## src/rtl/key_recorder.sv

```systemverilog
// Records debounced key-board playing as (note, duration) entries.
// A synchronous read port serves the auto-play path.
module key_recorder #(
  parameter int TICK_CYCLES    = 1000000,
  parameter int DEBOUNCE_TICKS = 2,
  parameter int DEPTH          = 256,
  parameter int AW             = 8,
  parameter int DUR_W          = 8
) (
  input  logic             clk,
  input  logic             rst,
  input  logic             rec_en,
  input  logic [7:0]       key_board_in,
  input  logic [AW-1:0]    rd_addr,
  output logic [3:0]       rd_note,
  output logic [DUR_W-1:0] rd_dur,
  output logic [AW:0]      length,
  output logic             busy,
  output logic             done,
  output logic             full
);

  localparam int CW = (TICK_CYCLES > 1) ? $clog2(TICK_CYCLES) : 1;
  localparam int RW = $clog2(DEBOUNCE_TICKS + 1);

  localparam logic [2:0] IDLE  = 3'd0;
  localparam logic [2:0] ARMED = 3'd1;
  localparam logic [2:0] REC   = 3'd2;
  localparam logic [2:0] FLUSH = 3'd3;
  localparam logic [2:0] DONE  = 3'd4;

  localparam logic [DUR_W-1:0] DUR_MAX = '1;
  localparam logic [AW:0] LAST = (AW+1)'(DEPTH - 1);

  logic [7:0]       sync1, sync2, samp, acc;
  logic [RW-1:0]    run, next_run;
  logic [CW-1:0]    tcnt;
  logic             tick;
  logic [3:0]       note, cur;
  logic [DUR_W-1:0] dur;
  logic [2:0]       state;
  logic             rec_q, rise, we;

  logic [3:0]       mem_note [DEPTH];
  logic [DUR_W-1:0] mem_dur  [DEPTH];

  assign tick = (tcnt == CW'(TICK_CYCLES - 1));
  assign rise = rec_en & ~rec_q;
  assign busy = (state == ARMED) | (state == REC) | (state == FLUSH);
  assign done = (state == DONE);

  always_ff @(posedge clk or posedge rst) begin
    if (rst) begin
      sync1 <= '0;
      sync2 <= '0;
      tcnt  <= '0;
      rec_q <= 1'b0;
    end else begin
      sync1 <= key_board_in;
      sync2 <= sync1;
      tcnt  <= tick ? '0 : tcnt + 1'b1;
      rec_q <= rec_en;
    end
  end

  // run = consecutive equal tick samples, saturating at DEBOUNCE_TICKS
  always_comb begin
    next_run = run;
    if (sync2 != samp)
      next_run = RW'(1);
    else if (run < RW'(DEBOUNCE_TICKS))
      next_run = run + 1'b1;
  end

  always_ff @(posedge clk or posedge rst) begin
    if (rst) begin
      samp <= '0;
      run  <= '0;
      acc  <= '0;
    end else if (tick) begin
      samp <= sync2;
      run  <= next_run;
      if (next_run >= RW'(DEBOUNCE_TICKS))
        acc <= sync2;
    end
  end

  always_comb begin
    note = '0;
    for (int i = 7; i >= 0; i--)
      if (acc[i]) note = 4'(i + 1);
  end

  // Every write stores the current (cur, dur) pair; saturation has dur = MAX.
  always_comb begin
    we = 1'b0;
    unique case (1'b1)
      state == REC:
        we = rec_en & tick & ((note != cur) | (dur == DUR_MAX));
      state == FLUSH:
        we = (cur != 4'd0);
      default: we = 1'b0;
    endcase
  end

  always_ff @(posedge clk or posedge rst) begin
    if (rst) begin
      state  <= IDLE;
      cur    <= '0;
      dur    <= '0;
      length <= '0;
      full   <= 1'b0;
    end else begin
      if (we)
        length <= length + 1'b1;
      unique case (state)
        IDLE, DONE: begin
          if (rise) begin
            length <= '0;
            full   <= 1'b0;
            state  <= ARMED;
          end
        end
        ARMED: begin
          if (!rec_en)
            state <= DONE;
          else if (tick && note != 4'd0) begin
            cur   <= note;
            dur   <= DUR_W'(1);
            state <= REC;
          end
        end
        REC: begin
          if (!rec_en)
            state <= FLUSH;
          else if (tick) begin
            if (we) begin
              cur <= note;
              dur <= DUR_W'(1);
              if (length == LAST) begin
                full  <= 1'b1;
                state <= DONE;
              end
            end else begin
              dur <= dur + 1'b1;
            end
          end
        end
        FLUSH: begin
          if (we && length == LAST)
            full <= 1'b1;
          state <= DONE;
        end
        default: state <= IDLE;
      endcase
    end
  end

  always_ff @(posedge clk) begin
    if (we) begin
      mem_note[length[AW-1:0]] <= cur;
      mem_dur[length[AW-1:0]]  <= dur;
    end
  end

  always_ff @(posedge clk or posedge rst) begin
    if (rst) begin
      rd_note <= '0;
      rd_dur  <= '0;
    end else begin
      rd_note <= mem_note[rd_addr];
      rd_dur  <= mem_dur[rd_addr];
    end
  end

endmodule

```

## config.mk

```make
export PLATFORM = sky130hd
export DESIGN_NAME = key_recorder
export DESIGN_NICKNAME = d
export VERILOG_FILES = /design/src/rtl/key_recorder.sv
export SDC_FILE = /design/constraint.sdc
export NUM_CORES = 2
export LEC_CHECK = 0
export CORE_MARGIN = 2
export CORE_UTILIZATION = 41
export CTS_BUF_LIST = sky130_fd_sc_hd__clkbuf_4 sky130_fd_sc_hd__clkbuf_8 sky130_fd_sc_hd__clkbuf_16
export CTS_CLUSTER_DIAMETER = 80
export DETAILED_ROUTE_END_ITERATION = 12
export PLACE_DENSITY_LB_ADDON = 0.05
export SETUP_SLACK_MARGIN = 0.02
export SLEW_MARGIN = 5
export SYNTH_ARGS = -nofsm -noshare
export SYNTH_HDL_FRONTEND = slang
export SYNTH_SLANG_ARGS = --single-unit
```

## constraint.sdc

```tcl
create_clock -name clk -period 14.8 [get_ports clk]
set_input_delay 1.48 -clock clk [delete_from_list [all_inputs] [get_ports clk]]
set_output_delay 1.48 -clock clk [all_outputs]
set_load 0.01 [all_outputs]
```

* After elaboration in Yosys (flattened, before gate mapping)
Memory sizes are Yosys's and may differ from the RTL's. A register that Yosys moved wholly into a read port is not among the register bits. Index checks and enable logic that the tools add are counted.
Word-level totals: register bits 80, latch bits 0, bits in writable memories 3072, ROM bits 0, input bits 19, output and inout port bits 24, word-level logic and storage cells 105, memories kept 2
Memories:
- mem_dur | words 256, width 8, read ports 1, clocked after Yosys merged registers in 1, wr ports 1, line 45 | logic [DUR_W-1:0] mem_dur [DEPTH];
- mem_note | words 256, width 4, read ports 1, clocked after Yosys merged registers in 1, wr ports 1, line 44 | logic [3:0] mem_note [DEPTH];
Operators by class: add/subtract/negate cells 4, multiply operators 0, div/mod/pow operators 0, magnitude comparators 2, eq/ne operators 21, shift-type cells 0, multiplexer cells 44, bitwise gates (word level) 7, reductions and logical operators 13
Operators by type and width (number):
- $mux 4 | 13
- $mux 8 | 5
- $mux 9 | 3
- $mux 3 | 7
- $add 20x1->20 const B | 1
- $eq 20x20->1 const B | 1
- $mux 20 | 1
- $pmux 8 s2 | 1
- $pmux 3 s4 | 1
- $ne 2x2->1 const B | 5
- $reduce_and 5->1 | 2
- $add 9x1->9 const B | 1
- $eq 9x8->1 const B | 1
- $add 8x1->8 const B | 1
- $eq 8x8->1 const B | 1
- $mux 1 | 8
- $ne 8x8->1 | 1
- $pmux 4 s2 | 1
- $reduce_bool 4->1 | 2
- $reduce_and 7->1 | 1
- $eq 3x2->1 const B | 2
- $ne 2x1->1 const B | 3
- $ne 3x2->1 const B | 2
- $ne 3x3->1 const B | 2
- other kinds (19) | 25

* Depth between registers and ports, before layout
depth after elaboration 16, depth in mapped cells 13, mapped depth without buffers 7

* Worst setup path before layout
Ideal clock, no wire load.
path kind flip-flop to flip-flop, start register dur[1], end memory mem_dur[183][0], enable pin, setup time 0.380 ns, data arrival time 5.686 ns, data required time 14.420 ns, path slack 8.733 ns, stages on the path, launching flop included 10, path buffers 2, period minus slack after synthesis 6.067 ns, path through dfrtp_1 > ha_1 > and3_1 > and3_1 > a311o_1 > o41a_4 > buf_6 > o211ai_4 > buf_4 > nor2_1
On the way: longest elaborated chain between the ends 6
Ends and longest elaborated chain:
- from (decl) | line 40 | logic [DUR_W-1:0] dur;
- from (signal assigned) | line 145 | dur <= dur + 1'b1;
- $eq 8x8->1 | line 99 | we = rec_en & tick & ((note != cur) | (dur == DUR_MAX));
- $or 1x1->1 | line 99
- $and 1x1->1 | line 99
- $pmux 1 s2 | line 97 | unique case (1'b1)
- $mux 1 | line 160 | if (we) begin
- $mux 1 (implied by the code) | line 162 | mem_dur[length[AW-1:0]] <= dur;
- to (decl) | line 45
No other way between the ends.

==> run summary <==
Crit path max fanout -> 107
Wire length of the first global-routing pass -> 495,000 um
DRC viols -> 0
CP Capture Type -> flip-flop
Instance area at placement -> 0.129 mm^2
Biggest area consumer among synthesized cells -> sky130_fd_sc_hd__edfxtp_1
Outcome -> finished, violations left
Mean post-synth cell area -> 20.9 um^2
Largest vdd supply drop -> 98.2 uV
Total power per unit cell area -> 134 mW/mm^2
DR iter-0 viols -> 6,615
Final hold vios -> 0
Largest cells by area after synthesis -> sky130_fd_sc_hd__edfxtp_1 (76%), sky130_fd_sc_hd__mux4_2 (12%), sky130_fd_sc_hd__dfrtp_1 (1.9%)
Time the final worst path needs with I/O delays and setup -> 5.74 ns
Area of the mapped netlist -> 0.122 mm^2
Count of fill cells added during filler insertion -> 24,700
Number of antenna violations at the first check in global routing -> 41
CP startpoint kind -> primary input
Synth Area in Compound Gates -> 4.04%
Rel. slew slack -> -0.950%
Area of the core -> 0.297 mm^2
Share of the synthesized area in the top cell type -> 75.6%
Failing checks -> max-capacitance violations, max-slew violations
FP Rows -> 200
Aggregate global-route resource usage -> 23.4%
First drt pass iteration count -> 5
Seq. cell area -> 0.0946 mm^2
Nets in the synthesized netlist -> 5,873
Starting Density -> 41.2%
Vias after detailed routing -> 60,700
Maximum number of pins on one net before global-route repair -> 200
Area Overhead vs Synth -> 14.5%
Classification of the worst setup path -> in -> reg
Fraction of final layout cells sized beyond drive strength 1 -> 26.0%
Die ar. -> 0.302 mm^2
Fin area -> 0.140 mm^2
Worst endpoint data arrival time -> 6.54 ns
Count of placed standard cells in the final layout, fillers left out -> 10,500
Via density per instance -> 5.80
Bufs on Longest Clock Path -> 4
Synthesized netlist cell count -> 5,846
Synth async-reset ratio -> 2.91%
Clock transition at the registers of the reported paths -> 0.06 ns
Synth Area in XOR/XNOR -> 0.179%
Hpwl dp -> 210,000 um
Adder and majority cell fraction of the synthesized area -> 0.0820%
Buffer type at the clock tree root -> sky130_fd_sc_hd__clkbuf_16
Quantity of hold-fixing buffers added after cts -> 0
Wire length after detailed routing -> 354,000 um
PnR worst setup slack -> 9.06 ns
Simple-gate portion of the synthesized area -> 2.70%
Number of top-level design ports -> 43
# Post-CTS Setup Buffers -> 0
Share of synthesized area occupied by flip-flops and latches -> 77.5%
Maximum achievable frequency -> 174 MHz
Finish-stage setup viols -> 0
Vertical die dimension -> 550 um
Buffers added on ports -> 42
Cell count after placement -> 9,815
Flop and latch count out of synthesis -> 3,164
Actual slew at the worst max-slew pin -> 1.51 ns
DRT antenna net count -> 0
Placer congestion estimate -> 0.840
Average wire length per cell after detail routing -> 33.9 um
Worst min-delay path category -> reg -> reg
Number of H-tree levels -> 5
Remaining global-route overflow -> 0
Most frequently used flop master after synthesis -> sky130_fd_sc_hd__edfxtp_1
Number of global-route vias before repair -> 61,300
Area of combinational cells with multiple inputs -> 0.0260 mm^2
Worst hold slack -> 0.346 ns
Pins over their slew limit -> 2
Proportion of synthesized area in mux cells -> 14.0%
Number of synthesized flops with an enable pin -> 3,072
Main combinational cell family by area after synthesis -> multiplexers
Final-stage net count -> 6,249
Static leakage -> 45.6 nW
Setup TNS -> 0 ns
Unique masters post-synth -> 79
Number of sinks driven by the clock tree -> 3,164
Clock latency at the later pin of the worst-skew pair -> 0.94 ns
Chip width -> 550 um
Clock tree from TritonCTS -> done
Post-placement worst setup slack -> 8.01 ns
TritonCTS buffer count -> 343
RSZ-0062 raised after global routing -> false
Data required time at the worst endpoint -> 15.60 ns
Max-cap violation count -> 1
Number of gates resized after CTS -> 0
Post-route clock period utilization -> 38.8%
Layout Skew -> 0.0475 ns
Synthesis warning total -> 0
-- registers in the layout, summed over array words and instances (netlist names), 2 cells and up --
| signal | flops |
|---|---|
| mem_dur | 2048 |
| mem_note | 1024 |
| tcnt | 20 |
| length | 9 |
| acc | 8 |
| dur | 8 |
| rd_dur | 8 |
| samp | 8 |
| sync1 | 8 |
| sync2 | 8 |
| cur | 4 |
| rd_note | 4 |
| state | 3 |
| run | 2 |
-- power by group --
group          internal [mW]  leakage (nW)  switching [mW]
clock network           4.85          5.53            3.55
logic                  0.206          9.28           0.379
registers               9.68          30.8          0.0282
-- placed cells by master (no fill, tap or decap), types with 8 or more instances in the layout --
cell	instances
sky130_fd_sc_hd__nor4bb_1	8
sky130_fd_sc_hd__a211oi_1	41
sky130_fd_sc_hd__dfrtp_1	80
sky130_fd_sc_hd__dfrtp_4	12
sky130_fd_sc_hd__nor3_1	31
sky130_fd_sc_hd__a21oi_1	194
sky130_fd_sc_hd__a31oi_1	13
sky130_fd_sc_hd__o221ai_1	51
sky130_fd_sc_hd__nand2b_1	16
sky130_fd_sc_hd__ha_1	8
sky130_fd_sc_hd__xor2_1	17
sky130_fd_sc_hd__clkinv_1	77
sky130_fd_sc_hd__nand3b_1	9
sky130_fd_sc_hd__mux4_2	672
sky130_fd_sc_hd__or4_1	18
sky130_fd_sc_hd__bufinv_16	18
sky130_fd_sc_hd__nor2_1	253
sky130_fd_sc_hd__o2bb2ai_1	11
sky130_fd_sc_hd__edfxtp_1	3072
sky130_fd_sc_hd__clkbuf_4	90
sky130_fd_sc_hd__nor4_1	38
sky130_fd_sc_hd__and3_1	16
sky130_fd_sc_hd__diode_2	11
sky130_fd_sc_hd__mux2i_1	187
sky130_fd_sc_hd__o21ai_0	24
sky130_fd_sc_hd__a22oi_1	276
sky130_fd_sc_hd__clkdlybuf4s50_1	36
sky130_fd_sc_hd__nand2_1	155
sky130_fd_sc_hd__nand3_1	26
sky130_fd_sc_hd__buf_4	316
sky130_fd_sc_hd__nor2b_1	14
sky130_fd_sc_hd__buf_12	12
sky130_fd_sc_hd__nand4_1	8
sky130_fd_sc_hd__nor2_2	59
sky130_fd_sc_hd__o22ai_1	45
sky130_fd_sc_hd__inv_1	18
sky130_fd_sc_hd__clkbuf_16	347
sky130_fd_sc_hd__xnor2_1	8
sky130_fd_sc_hd__clkinv_2	61
-- worst paths after layout --
kind	from	to	slack [ns]	depth (start not counted)
setup / recovery	rd_addr[0]	rd_dur[3]$_DFF_PP0_	9.06	10
hold / removal	sync1[2]$_DFF_PP0_	sync2[2]$_DFF_PP0_	0.35	0
setup reg to reg	cur[3]$_DFFE_PP0P_	mem_note[191][2]$_DFFE_PP_	10.05	7
hold reg to reg	sync1[2]$_DFF_PP0_	sync2[2]$_DFF_PP0_	0.35	0
max in group asynchronous	rst	rd_dur[1]$_DFF_PP0_	12.56	3
min in group asynchronous	rst	samp[2]$_DFFE_PP0N_	1.07	2
-- synth_stat cells, types with 6 or more instances --
cell,instances
sky130_fd_sc_hd__a211oi_1,43
sky130_fd_sc_hd__a21oi_1,194
sky130_fd_sc_hd__a22o_1,6
sky130_fd_sc_hd__a22oi_1,276
sky130_fd_sc_hd__a31oi_1,13
sky130_fd_sc_hd__a41oi_1,7
sky130_fd_sc_hd__and2_1,8
sky130_fd_sc_hd__and3_1,16
sky130_fd_sc_hd__buf_1,23
sky130_fd_sc_hd__buf_2,83
sky130_fd_sc_hd__buf_4,43
sky130_fd_sc_hd__buf_6,26
sky130_fd_sc_hd__clkbuf_1,163
sky130_fd_sc_hd__dfrtp_1,92
sky130_fd_sc_hd__edfxtp_1,3072
sky130_fd_sc_hd__ha_1,8
sky130_fd_sc_hd__inv_1,19
sky130_fd_sc_hd__mux2_2,7
sky130_fd_sc_hd__mux2i_1,187
sky130_fd_sc_hd__mux4_2,672
sky130_fd_sc_hd__nand2_1,156
sky130_fd_sc_hd__nand2b_1,17
sky130_fd_sc_hd__nand3_1,26
sky130_fd_sc_hd__nand3b_1,9
sky130_fd_sc_hd__nand4_1,8
sky130_fd_sc_hd__nor2_1,315
sky130_fd_sc_hd__nor2b_1,20
sky130_fd_sc_hd__nor3_1,37
sky130_fd_sc_hd__nor4_1,41
sky130_fd_sc_hd__nor4bb_1,8
sky130_fd_sc_hd__o21ai_0,24
sky130_fd_sc_hd__o221ai_1,51
sky130_fd_sc_hd__o22ai_1,45
sky130_fd_sc_hd__o2bb2ai_1,11
sky130_fd_sc_hd__or2_2,6
sky130_fd_sc_hd__or3_1,7
sky130_fd_sc_hd__or4_1,18
sky130_fd_sc_hd__xnor2_1,8
sky130_fd_sc_hd__xor2_1,17
-- metal layers --
layer / wire length (um) / global-route usage, %
met1: 152000 / 33.3
met2: 168000 / 37.0
met4: 12000 / 7.40
met5: 101 / 0
met3: 21500 / 3.69
-- logic make-up (layout without fill, tap and decap cells) --
logic type | Yosys count | after routing
xor+xnor | 25 | 25
fa+ha+maj | 8 | 8
mux | 871 | 871
simple gates | 708 | 708
other cells | 0 | 11
buf+inv | 360 | 1019
flops | 3164 | 3164
compound gates | 710 | 710
-- area by class of cell --
cell class,instances,area share [%]
Sequential cell,3164,67.7
Timing Repair Buffer,370,2.19
Clock inverter,184,1.13
Inverter,21,0.0582
Clock buffer,444,6.77
Multi-Input combinational cell,2322,18.6
Tap cell,3939,3.53
Antenna cell,11,0.0197
-- worst max-delay path, stage by stage --
cell,delay [ns]
sky130_fd_sc_hd__buf_16,0.42
sky130_fd_sc_hd__buf_12,0.61
sky130_fd_sc_hd__buf_12,0.56
sky130_fd_sc_hd__buf_4,0.70
sky130_fd_sc_hd__mux4_2,0.59
sky130_fd_sc_hd__a22oi_1,0.37
sky130_fd_sc_hd__a21oi_1,0.21
sky130_fd_sc_hd__nor4_1,0.76
sky130_fd_sc_hd__buf_4,0.26
sky130_fd_sc_hd__nor4bb_1,0.05
-- metrics by stage --
step                utilization (%)  total power [mW]
finish                         47.1              18.7
global route                   47.1              19.2
CTS                            47.1              18.9
detailed placement             43.4              10.5
global placement               43.4              10.5
floorplan                         -              10.2
No activity file was read; power rests on OpenSTA's default activity.
